**src/rtl/sram_like_axi_bridge_if.sv**
```systemverilog
// Bus bundle between the CPU's two sram-like ports and a single AXI3 master.
// The "master" modport is the bridge's view; "slave" is the CPU/interconnect side.
interface sram_like_axi_bridge_if;
    logic        inst_req;
    logic [31:0] inst_addr;
    logic        inst_addr_ok;
    logic        inst_data_ok;
    logic [31:0] inst_rdata;

    logic        data_req;
    logic        data_wr;
    logic [3:0]  data_wstrb;
    logic [31:0] data_addr;
    logic [31:0] data_wdata;
    logic        data_addr_ok;
    logic        data_data_ok;
    logic [31:0] data_rdata;

    logic [3:0]  arid;
    logic [31:0] araddr;
    logic [3:0]  arlen;
    logic [2:0]  arsize;
    logic [1:0]  arburst;
    logic [1:0]  arlock;
    logic [3:0]  arcache;
    logic [2:0]  arprot;
    logic        arvalid;
    logic        arready;

    logic [3:0]  rid;
    logic [31:0] rdata;
    logic [1:0]  rresp;
    logic        rlast;
    logic        rvalid;
    logic        rready;

    logic [3:0]  awid;
    logic [31:0] awaddr;
    logic [3:0]  awlen;
    logic [2:0]  awsize;
    logic [1:0]  awburst;
    logic [1:0]  awlock;
    logic [3:0]  awcache;
    logic [2:0]  awprot;
    logic        awvalid;
    logic        awready;

    logic [3:0]  wid;
    logic [31:0] wdata;
    logic [3:0]  wstrb;
    logic        wlast;
    logic        wvalid;
    logic        wready;

    logic [3:0]  bid;
    logic [1:0]  bresp;
    logic        bvalid;
    logic        bready;

    modport master (
        input  inst_req, inst_addr,
        output inst_addr_ok, inst_data_ok, inst_rdata,
        input  data_req, data_wr, data_wstrb, data_addr, data_wdata,
        output data_addr_ok, data_data_ok, data_rdata,
        output arid, araddr, arlen, arsize, arburst, arlock, arcache, arprot, arvalid,
        input  arready,
        input  rid, rdata, rresp, rlast, rvalid,
        output rready,
        output awid, awaddr, awlen, awsize, awburst, awlock, awcache, awprot, awvalid,
        input  awready,
        output wid, wdata, wstrb, wlast, wvalid,
        input  wready,
        input  bid, bresp, bvalid,
        output bready
    );

    modport slave (
        output inst_req, inst_addr,
        input  inst_addr_ok, inst_data_ok, inst_rdata,
        output data_req, data_wr, data_wstrb, data_addr, data_wdata,
        input  data_addr_ok, data_data_ok, data_rdata,
        input  arid, araddr, arlen, arsize, arburst, arlock, arcache, arprot, arvalid,
        output arready,
        output rid, rdata, rresp, rlast, rvalid,
        input  rready,
        input  awid, awaddr, awlen, awsize, awburst, awlock, awcache, awprot, awvalid,
        output awready,
        input  wid, wdata, wstrb, wlast, wvalid,
        output wready,
        output bid, bresp, bvalid,
        input  bready
    );
endinterface

```
**src/rtl/sram_like_axi_bridge.sv**
```systemverilog
// Merges the CPU inst (read-only) and data (read/write) sram-like ports onto one
// single-beat AXI3 master with one read and one write outstanding.
module sram_like_axi_bridge #(
    parameter logic [3:0] ID_INST = 4'd0,
    parameter logic [3:0] ID_DATA = 4'd1
) (
    input  logic                          clk,
    input  logic                          reset,
    sram_like_axi_bridge_if.master        bus
);

    typedef enum logic [1:0] {
        R_IDLE = 2'd0,
        R_AR   = 2'd1,
        R_DATA = 2'd2
    } rstate_t;

    typedef enum logic [1:0] {
        W_IDLE = 2'd0,
        W_REQ  = 2'd1,
        W_RESP = 2'd2
    } wstate_t;

    rstate_t     r_rstate;
    rstate_t     w_rnext;
    wstate_t     r_wstate;
    wstate_t     w_wnext;

    logic [31:0] r_araddr;
    logic [3:0]  r_arid;
    logic [31:0] r_awaddr;
    logic [31:0] r_wdata;
    logic [3:0]  r_wstrb;
    logic        r_aw_done;
    logic        r_w_done;

    logic        w_rd_holds_data;
    logic        w_wr_accept;
    logic        w_rd_slot_free;
    logic        w_data_rd_accept;
    logic        w_inst_accept;
    logic        w_r_hs;
    logic        w_b_hs;
    logic        w_aw_fin;
    logic        w_w_fin;
    logic        w_unused_inputs;

    // A data read in flight blocks writes so data_data_ok stays in acceptance order.
    assign w_rd_holds_data  = (r_rstate != R_IDLE) && (r_arid != ID_INST);
    assign w_wr_accept      = (r_wstate == W_IDLE) && bus.data_req && bus.data_wr && !w_rd_holds_data;
    // Reads never start while a write is pending or being accepted.
    assign w_rd_slot_free   = (r_rstate == R_IDLE) && (r_wstate == W_IDLE) && !w_wr_accept;
    assign w_data_rd_accept = w_rd_slot_free && bus.data_req && !bus.data_wr;
    assign w_inst_accept    = w_rd_slot_free && bus.inst_req && !(bus.data_req && !bus.data_wr);

    assign w_r_hs   = (r_rstate == R_DATA) && bus.rvalid;
    assign w_b_hs   = (r_wstate == W_RESP) && bus.bvalid;
    assign w_aw_fin = r_aw_done || bus.awready;
    assign w_w_fin  = r_w_done || bus.wready;

    // Read FSM next-state decode
    always_comb begin
        w_rnext = r_rstate;
        case (r_rstate)
            R_IDLE: begin
                if (w_data_rd_accept || w_inst_accept) w_rnext = R_AR;
                else                                   w_rnext = R_IDLE;
            end
            R_AR: begin
                if (bus.arready) w_rnext = R_DATA;
                else             w_rnext = R_AR;
            end
            R_DATA: begin
                if (bus.rvalid) w_rnext = R_IDLE;
                else            w_rnext = R_DATA;
            end
            default: w_rnext = R_IDLE;
        endcase
    end

    // Write FSM next-state decode
    always_comb begin
        w_wnext = r_wstate;
        case (r_wstate)
            W_IDLE: begin
                if (w_wr_accept) w_wnext = W_REQ;
                else             w_wnext = W_IDLE;
            end
            W_REQ: begin
                if (w_aw_fin && w_w_fin) w_wnext = W_RESP;
                else                     w_wnext = W_REQ;
            end
            W_RESP: begin
                if (bus.bvalid) w_wnext = W_IDLE;
                else            w_wnext = W_RESP;
            end
            default: w_wnext = W_IDLE;
        endcase
    end

    // Read FSM state and AR payload registers
    always_ff @(posedge clk) begin
        if (reset) begin
            r_rstate <= R_IDLE;
            r_araddr <= 32'd0;
            r_arid   <= 4'd0;
        end else begin
            r_rstate <= w_rnext;
            if (w_data_rd_accept) begin
                r_araddr <= bus.data_addr;
                r_arid   <= ID_DATA;
            end else if (w_inst_accept) begin
                r_araddr <= bus.inst_addr;
                r_arid   <= ID_INST;
            end
        end
    end

    // Write FSM state, AW/W payload and per-channel completion flags
    always_ff @(posedge clk) begin
        if (reset) begin
            r_wstate  <= W_IDLE;
            r_awaddr  <= 32'd0;
            r_wdata   <= 32'd0;
            r_wstrb   <= 4'd0;
            r_aw_done <= 1'b0;
            r_w_done  <= 1'b0;
        end else begin
            r_wstate  <= w_wnext;
            r_aw_done <= (r_wstate == W_REQ) ? w_aw_fin : 1'b0;
            r_w_done  <= (r_wstate == W_REQ) ? w_w_fin : 1'b0;
            if (w_wr_accept) begin
                r_awaddr <= bus.data_addr;
                r_wdata  <= bus.data_wdata;
                r_wstrb  <= bus.data_wstrb;
            end
        end
    end

    assign bus.inst_addr_ok = w_inst_accept;
    assign bus.data_addr_ok = w_data_rd_accept || w_wr_accept;
    assign bus.inst_data_ok = w_r_hs && (bus.rid == ID_INST);
    assign bus.data_data_ok = (w_r_hs && (bus.rid != ID_INST)) || w_b_hs;
    assign bus.inst_rdata   = bus.rdata;
    assign bus.data_rdata   = bus.rdata;

    assign bus.arid    = r_arid;
    assign bus.araddr  = r_araddr;
    assign bus.arlen   = 4'd0;
    assign bus.arsize  = 3'b010;
    assign bus.arburst = 2'b01;
    assign bus.arlock  = 2'd0;
    assign bus.arcache = 4'd0;
    assign bus.arprot  = 3'd0;
    assign bus.arvalid = (r_rstate == R_AR);
    assign bus.rready  = (r_rstate == R_DATA);

    assign bus.awid    = ID_DATA;
    assign bus.awaddr  = r_awaddr;
    assign bus.awlen   = 4'd0;
    assign bus.awsize  = 3'b010;
    assign bus.awburst = 2'b01;
    assign bus.awlock  = 2'd0;
    assign bus.awcache = 4'd0;
    assign bus.awprot  = 3'd0;
    assign bus.awvalid = (r_wstate == W_REQ) && !r_aw_done;

    assign bus.wid     = ID_DATA;
    assign bus.wdata   = r_wdata;
    assign bus.wstrb   = r_wstrb;
    assign bus.wlast   = 1'b1;
    assign bus.wvalid  = (r_wstate == W_REQ) && !r_w_done;
    assign bus.bready  = (r_wstate == W_RESP);

    assign w_unused_inputs = ^{bus.rresp, bus.rlast, bus.bid, bus.bresp};

endmodule

```
**src/flat_wrapper.sv**
```systemverilog
// flat-port wrapper written by rule: the top's interface ports become plain ports
module sram_like_axi_bridge_flat 
#(
    parameter logic [3:0] ID_INST = 4'd0,
    parameter logic [3:0] ID_DATA = 4'd1
)
  (clk, reset, bus_inst_req, bus_inst_addr, bus_inst_addr_ok, bus_inst_data_ok, bus_inst_rdata, bus_data_req, bus_data_wr, bus_data_wstrb, bus_data_addr, bus_data_wdata, bus_data_addr_ok, bus_data_data_ok, bus_data_rdata, bus_arid, bus_araddr, bus_arlen, bus_arsize, bus_arburst, bus_arlock, bus_arcache, bus_arprot, bus_arvalid, bus_arready, bus_rid, bus_rdata, bus_rresp, bus_rlast, bus_rvalid, bus_rready, bus_awid, bus_awaddr, bus_awlen, bus_awsize, bus_awburst, bus_awlock, bus_awcache, bus_awprot, bus_awvalid, bus_awready, bus_wid, bus_wdata, bus_wstrb, bus_wlast, bus_wvalid, bus_wready, bus_bid, bus_bresp, bus_bvalid, bus_bready);
  sram_like_axi_bridge_if bus_i ();
  input  logic clk;
  input  logic reset;
  input wire logic [$bits(bus_i.inst_req)-1:0] bus_inst_req;
  input wire logic [$bits(bus_i.inst_addr)-1:0] bus_inst_addr;
  output wire logic [$bits(bus_i.inst_addr_ok)-1:0] bus_inst_addr_ok;
  output wire logic [$bits(bus_i.inst_data_ok)-1:0] bus_inst_data_ok;
  output wire logic [$bits(bus_i.inst_rdata)-1:0] bus_inst_rdata;
  input wire logic [$bits(bus_i.data_req)-1:0] bus_data_req;
  input wire logic [$bits(bus_i.data_wr)-1:0] bus_data_wr;
  input wire logic [$bits(bus_i.data_wstrb)-1:0] bus_data_wstrb;
  input wire logic [$bits(bus_i.data_addr)-1:0] bus_data_addr;
  input wire logic [$bits(bus_i.data_wdata)-1:0] bus_data_wdata;
  output wire logic [$bits(bus_i.data_addr_ok)-1:0] bus_data_addr_ok;
  output wire logic [$bits(bus_i.data_data_ok)-1:0] bus_data_data_ok;
  output wire logic [$bits(bus_i.data_rdata)-1:0] bus_data_rdata;
  output wire logic [$bits(bus_i.arid)-1:0] bus_arid;
  output wire logic [$bits(bus_i.araddr)-1:0] bus_araddr;
  output wire logic [$bits(bus_i.arlen)-1:0] bus_arlen;
  output wire logic [$bits(bus_i.arsize)-1:0] bus_arsize;
  output wire logic [$bits(bus_i.arburst)-1:0] bus_arburst;
  output wire logic [$bits(bus_i.arlock)-1:0] bus_arlock;
  output wire logic [$bits(bus_i.arcache)-1:0] bus_arcache;
  output wire logic [$bits(bus_i.arprot)-1:0] bus_arprot;
  output wire logic [$bits(bus_i.arvalid)-1:0] bus_arvalid;
  input wire logic [$bits(bus_i.arready)-1:0] bus_arready;
  input wire logic [$bits(bus_i.rid)-1:0] bus_rid;
  input wire logic [$bits(bus_i.rdata)-1:0] bus_rdata;
  input wire logic [$bits(bus_i.rresp)-1:0] bus_rresp;
  input wire logic [$bits(bus_i.rlast)-1:0] bus_rlast;
  input wire logic [$bits(bus_i.rvalid)-1:0] bus_rvalid;
  output wire logic [$bits(bus_i.rready)-1:0] bus_rready;
  output wire logic [$bits(bus_i.awid)-1:0] bus_awid;
  output wire logic [$bits(bus_i.awaddr)-1:0] bus_awaddr;
  output wire logic [$bits(bus_i.awlen)-1:0] bus_awlen;
  output wire logic [$bits(bus_i.awsize)-1:0] bus_awsize;
  output wire logic [$bits(bus_i.awburst)-1:0] bus_awburst;
  output wire logic [$bits(bus_i.awlock)-1:0] bus_awlock;
  output wire logic [$bits(bus_i.awcache)-1:0] bus_awcache;
  output wire logic [$bits(bus_i.awprot)-1:0] bus_awprot;
  output wire logic [$bits(bus_i.awvalid)-1:0] bus_awvalid;
  input wire logic [$bits(bus_i.awready)-1:0] bus_awready;
  output wire logic [$bits(bus_i.wid)-1:0] bus_wid;
  output wire logic [$bits(bus_i.wdata)-1:0] bus_wdata;
  output wire logic [$bits(bus_i.wstrb)-1:0] bus_wstrb;
  output wire logic [$bits(bus_i.wlast)-1:0] bus_wlast;
  output wire logic [$bits(bus_i.wvalid)-1:0] bus_wvalid;
  input wire logic [$bits(bus_i.wready)-1:0] bus_wready;
  input wire logic [$bits(bus_i.bid)-1:0] bus_bid;
  input wire logic [$bits(bus_i.bresp)-1:0] bus_bresp;
  input wire logic [$bits(bus_i.bvalid)-1:0] bus_bvalid;
  output wire logic [$bits(bus_i.bready)-1:0] bus_bready;
  assign bus_i.inst_req = bus_inst_req;
  assign bus_i.inst_addr = bus_inst_addr;
  assign bus_inst_addr_ok = bus_i.inst_addr_ok;
  assign bus_inst_data_ok = bus_i.inst_data_ok;
  assign bus_inst_rdata = bus_i.inst_rdata;
  assign bus_i.data_req = bus_data_req;
  assign bus_i.data_wr = bus_data_wr;
  assign bus_i.data_wstrb = bus_data_wstrb;
  assign bus_i.data_addr = bus_data_addr;
  assign bus_i.data_wdata = bus_data_wdata;
  assign bus_data_addr_ok = bus_i.data_addr_ok;
  assign bus_data_data_ok = bus_i.data_data_ok;
  assign bus_data_rdata = bus_i.data_rdata;
  assign bus_arid = bus_i.arid;
  assign bus_araddr = bus_i.araddr;
  assign bus_arlen = bus_i.arlen;
  assign bus_arsize = bus_i.arsize;
  assign bus_arburst = bus_i.arburst;
  assign bus_arlock = bus_i.arlock;
  assign bus_arcache = bus_i.arcache;
  assign bus_arprot = bus_i.arprot;
  assign bus_arvalid = bus_i.arvalid;
  assign bus_i.arready = bus_arready;
  assign bus_i.rid = bus_rid;
  assign bus_i.rdata = bus_rdata;
  assign bus_i.rresp = bus_rresp;
  assign bus_i.rlast = bus_rlast;
  assign bus_i.rvalid = bus_rvalid;
  assign bus_rready = bus_i.rready;
  assign bus_awid = bus_i.awid;
  assign bus_awaddr = bus_i.awaddr;
  assign bus_awlen = bus_i.awlen;
  assign bus_awsize = bus_i.awsize;
  assign bus_awburst = bus_i.awburst;
  assign bus_awlock = bus_i.awlock;
  assign bus_awcache = bus_i.awcache;
  assign bus_awprot = bus_i.awprot;
  assign bus_awvalid = bus_i.awvalid;
  assign bus_i.awready = bus_awready;
  assign bus_wid = bus_i.wid;
  assign bus_wdata = bus_i.wdata;
  assign bus_wstrb = bus_i.wstrb;
  assign bus_wlast = bus_i.wlast;
  assign bus_wvalid = bus_i.wvalid;
  assign bus_i.wready = bus_wready;
  assign bus_i.bid = bus_bid;
  assign bus_i.bresp = bus_bresp;
  assign bus_i.bvalid = bus_bvalid;
  assign bus_bready = bus_i.bready;
  sram_like_axi_bridge #(.ID_INST(ID_INST), .ID_DATA(ID_DATA)) u_core (.clk(clk), .reset(reset), .bus(bus_i));
endmodule
```
**config.mk**
```make
export PLATFORM = sky130hd
export DESIGN_NAME = sram_like_axi_bridge_flat
export DESIGN_NICKNAME = d
export VERILOG_FILES = /design/src/rtl/sram_like_axi_bridge_if.sv /design/src/rtl/sram_like_axi_bridge.sv /design/src/flat_wrapper.sv
export SDC_FILE = /design/constraint.sdc
export NUM_CORES = 1
export LEC_CHECK = 0
export ABC_AREA = 1
export CAP_MARGIN = 5
export CORE_AREA = 3 3 146 148
export CTS_BUF_LIST = sky130_fd_sc_hd__clkbuf_16
export DETAILED_ROUTE_END_ITERATION = 6
export DIE_AREA = 0 0 149 151
export GPL_ROUTABILITY_DRIVEN = 0
export GPL_TIMING_DRIVEN = 0
export PLACE_DENSITY_LB_ADDON = 0.25
export SYNTH_ARGS = -nofsm -noshare
export SYNTH_HDL_FRONTEND = slang
export SYNTH_SLANG_ARGS = --single-unit
```
**constraint.sdc**
```tcl
create_clock -name clk -period 1.4 [get_ports clk]
set_clock_uncertainty 0.2 [all_clocks]
set_input_delay 0.28 -clock clk [delete_from_list [all_inputs] [get_ports clk]]
set_output_delay 0.28 -clock clk [all_outputs]
set_load 0.02 [all_outputs]
```
==> run metrics <==
worst setup margin=-563 ps; Worst-path clk slew=70 ps; Initial Util=between 20% and 30%; clock buffer count from CTS=9; IO buf count=287; worst vdd ir=between 0.5 and 0.6 mV; Area Overhead vs Synth=74.8%; WP data required=920 ps; # IOs=377; Tmin final=1960 ps; Setup crit end kind=output pin; Setup-failing EPs final=111; Worst Max-Slew Pin Slew=about 530 ps; nets@finish=1289; Internal=between 5 and 6 mW; switching power=2.99 mW; number of antenna diodes=0; Clk pwr share=26.5%; Distinct cells, synth=23; switching share of power=between 30% and 40%; fin crit share=140%; min-delay worst type=in -> reg; CTS tree=built; global route overflow=0; Die Height=approximately 150 um; drt first-iter violations=287; Critical Path Source=u_core.r_rstate[0]; clock root buffer master=clkbuf_16; Leak=roughly 4.6 nW; core area=20200 um2; antenna violations before repair=0; clock latency on the worst-skew pair=360 ps; CTS Buffer Depth=2; # rows=52; drt pass-1 iters=4; number of max-cap violations=0; dpl ws=-1370 ps; DRC viols=0; violated checks=negative setup slack; routed len/inst=15.0 um; worst path arrival time=1480 ps; first-pass GRT wire length=30700 um; sequential-to-total area share from yosys stat=40.1%; Vias/cell=4.19; final wirelength=21100 um; largest net degree at the start of global routing=17; H-tree level count=3; FMAX=510 MHz; status=finished, violations left; Slew Limit Fails=0; die width=between 100 and 150 um; layout cells sized above 1=31.2%; register bit total from synthesis=between 100 and 150; hold_ws=253 ps; Seq pwr share=38.3%; unrepaired setup endpoints after global routing=yes; CP Launch Type=flop; post-route ant nets=0; fill count=around 2.1k; vias in the first global route=5508; final hold violation count=0; Post-Synthesis Cell Area=~5300 um2; hold_buf cts=0; total track usage=17.7%; worst r2r src=u_core.r_wstate[1]; CP Class=reg -> out; Gate power share=35.1%; Total Die Area=22500 um2; Hold Startpoint=bus_rvalid; Yosys warning total=0; Critical Path Fanout Max=4; vias=5907; Mean Syn Cell Area=7.10 um2; P per Cell Area=959 nW/um2; fin area=9340 um2; post-DP HPWL=15500 um; Synth Instances=752; clk sink count=107; Cell Area, Placed=8790 um2; relative slew slack=64.7%
logic make-up after synthesis:
logic type | synth area share, %
simple gates | 24.9
compound gates | 9.84
buf+inv | 25.0
other cells | 0.141
flops | 40.1
synthesized netlist by cell type:
master	n	area, um2
a21oi_1	33	165
a32o_1	1	10.0
buf_1	1	3.75
buf_2	17	85.1
buf_4	115	863
buf_6	2	22.5
clkbuf_1	24	90.1
conb_1	2	7.51
dfxtp_1	107	2140
inv_1	70	263
inv_2	2	7.51
nand2_1	50	188
nand2_2	1	6.26
nand3_1	62	310
nand4_1	29	181
nor2_1	158	593
nor2_2	4	25.0
nor3_1	1	5.00
nor3_2	1	10.0
nor4_1	1	6.26
o21ai_0	68	340
o21ai_1	2	10.0
or2_2	1	6.26
worst paths after layout:
check | cells after the start | endpoint | slack [ps]
setup / recovery | 7 | bus_data_addr_ok | -560
hold / removal | 4 | u_core.r_rstate[1] | 250
setup reg to reg | 8 | u_core.bus.wdata[11] | -370
hold reg to reg | 2 | u_core.bus.wdata[22] | 280
worst max-delay path: stages (launching register included):
cell and delay [ps]:
dfxtp_4 370, nor2_4 150, buf_6 130, nand3_4 70, buf_8 130, buf_12 120
nand2_4 40, buf_6 110
layout by cell type, fill, tap and decap left out, types with 26 or more instances in the layout:
cell	n
nand4_1	29
o21ai_0	52
nand2_1	44
buf_2	91
buf_4	142
nor2_1	150
inv_1	67
conb_1	48
nand3_1	59
buf_6	31
dfxtp_1	100
a21oi_1	26
clkdlybuf4s50_1	109
dlygate4sd2_1	68
flip-flops by register name (all words and copies together), names as in the netlist:
name               flops
u_core.bus.wstrb       4
u_core.bus.arid        1
u_core.bus.wdata      32
u_core.bus.awaddr     32
u_core.r_aw_done       1
u_core.r_wstate        2
u_core.bus.araddr     32
u_core.r_rstate        2
u_core.r_w_done        1
layer usage:
metal / global-route usage [%] / part of all wire, % / vias to the layer above / wire length (um)
met1: 21.6 / 42 / 2644 / 8880
met5: 0 / 0 / - / 0
met3: 3.80 / 7.0 / 17 / 1480
li1: - / - / 3004 / -
met2: 31.0 / 49 / 242 / 10400
met4: 5.58 / 1.5 / 0 / 310
repair_timing:
item / in CTS / in global routing
endpoints found under the setup margin: 281 / 122
gates resized for setup: 624 / 59
pin swaps: 16 / 32
buffers inserted: 27 / 9
gates cloned: 3 / 2
layout make-up:
type                    instances  area, um2  share of cell area (%)
repair buffers                325       2790                    29.8
multi-input cells             460       2210                    23.7
flip-flops and latches        107       2160                    23.1
plain buffers                 159       1300                    13.9
well taps                     270        338                    3.62
inverters                      72        284                    3.04
clock buffers                   9        225                    2.41
clock inverters                 7       37.5                   0.402
stage by stage:
stage	instances	setup TNS [ps]	total power, mW	utilization [%]
2_1_floorplan	798	-245	5.09	-
3_3_place_gp	1355	-93660	6.44	43.6
3_5_place_dp	1355	-95620	6.46	43.6
4_1_cts	1399	-30970	8.91	45.1
5_1_grt	1409	-37610	9.45	46.3
6_report	1409	-29810	8.96	46.3
power groups by stage:
| stage | registers, mW | logic [mW] | clock network (mW) |
|---|---|---|---|
| 6_report | 3.43 | 3.15 | 2.38 |
| 5_1_grt | 3.47 | 3.39 | 2.59 |
| 4_1_cts | 3.44 | 3.01 | 2.46 |
| 3_5_place_dp | 3.52 | 2.94 | 0 |
| 3_3_place_gp | 3.51 | 2.93 | 0 |
| 2_1_floorplan | 3.81 | 1.28 | 0 |
No activity file was read; power rests on OpenSTA's default activity.
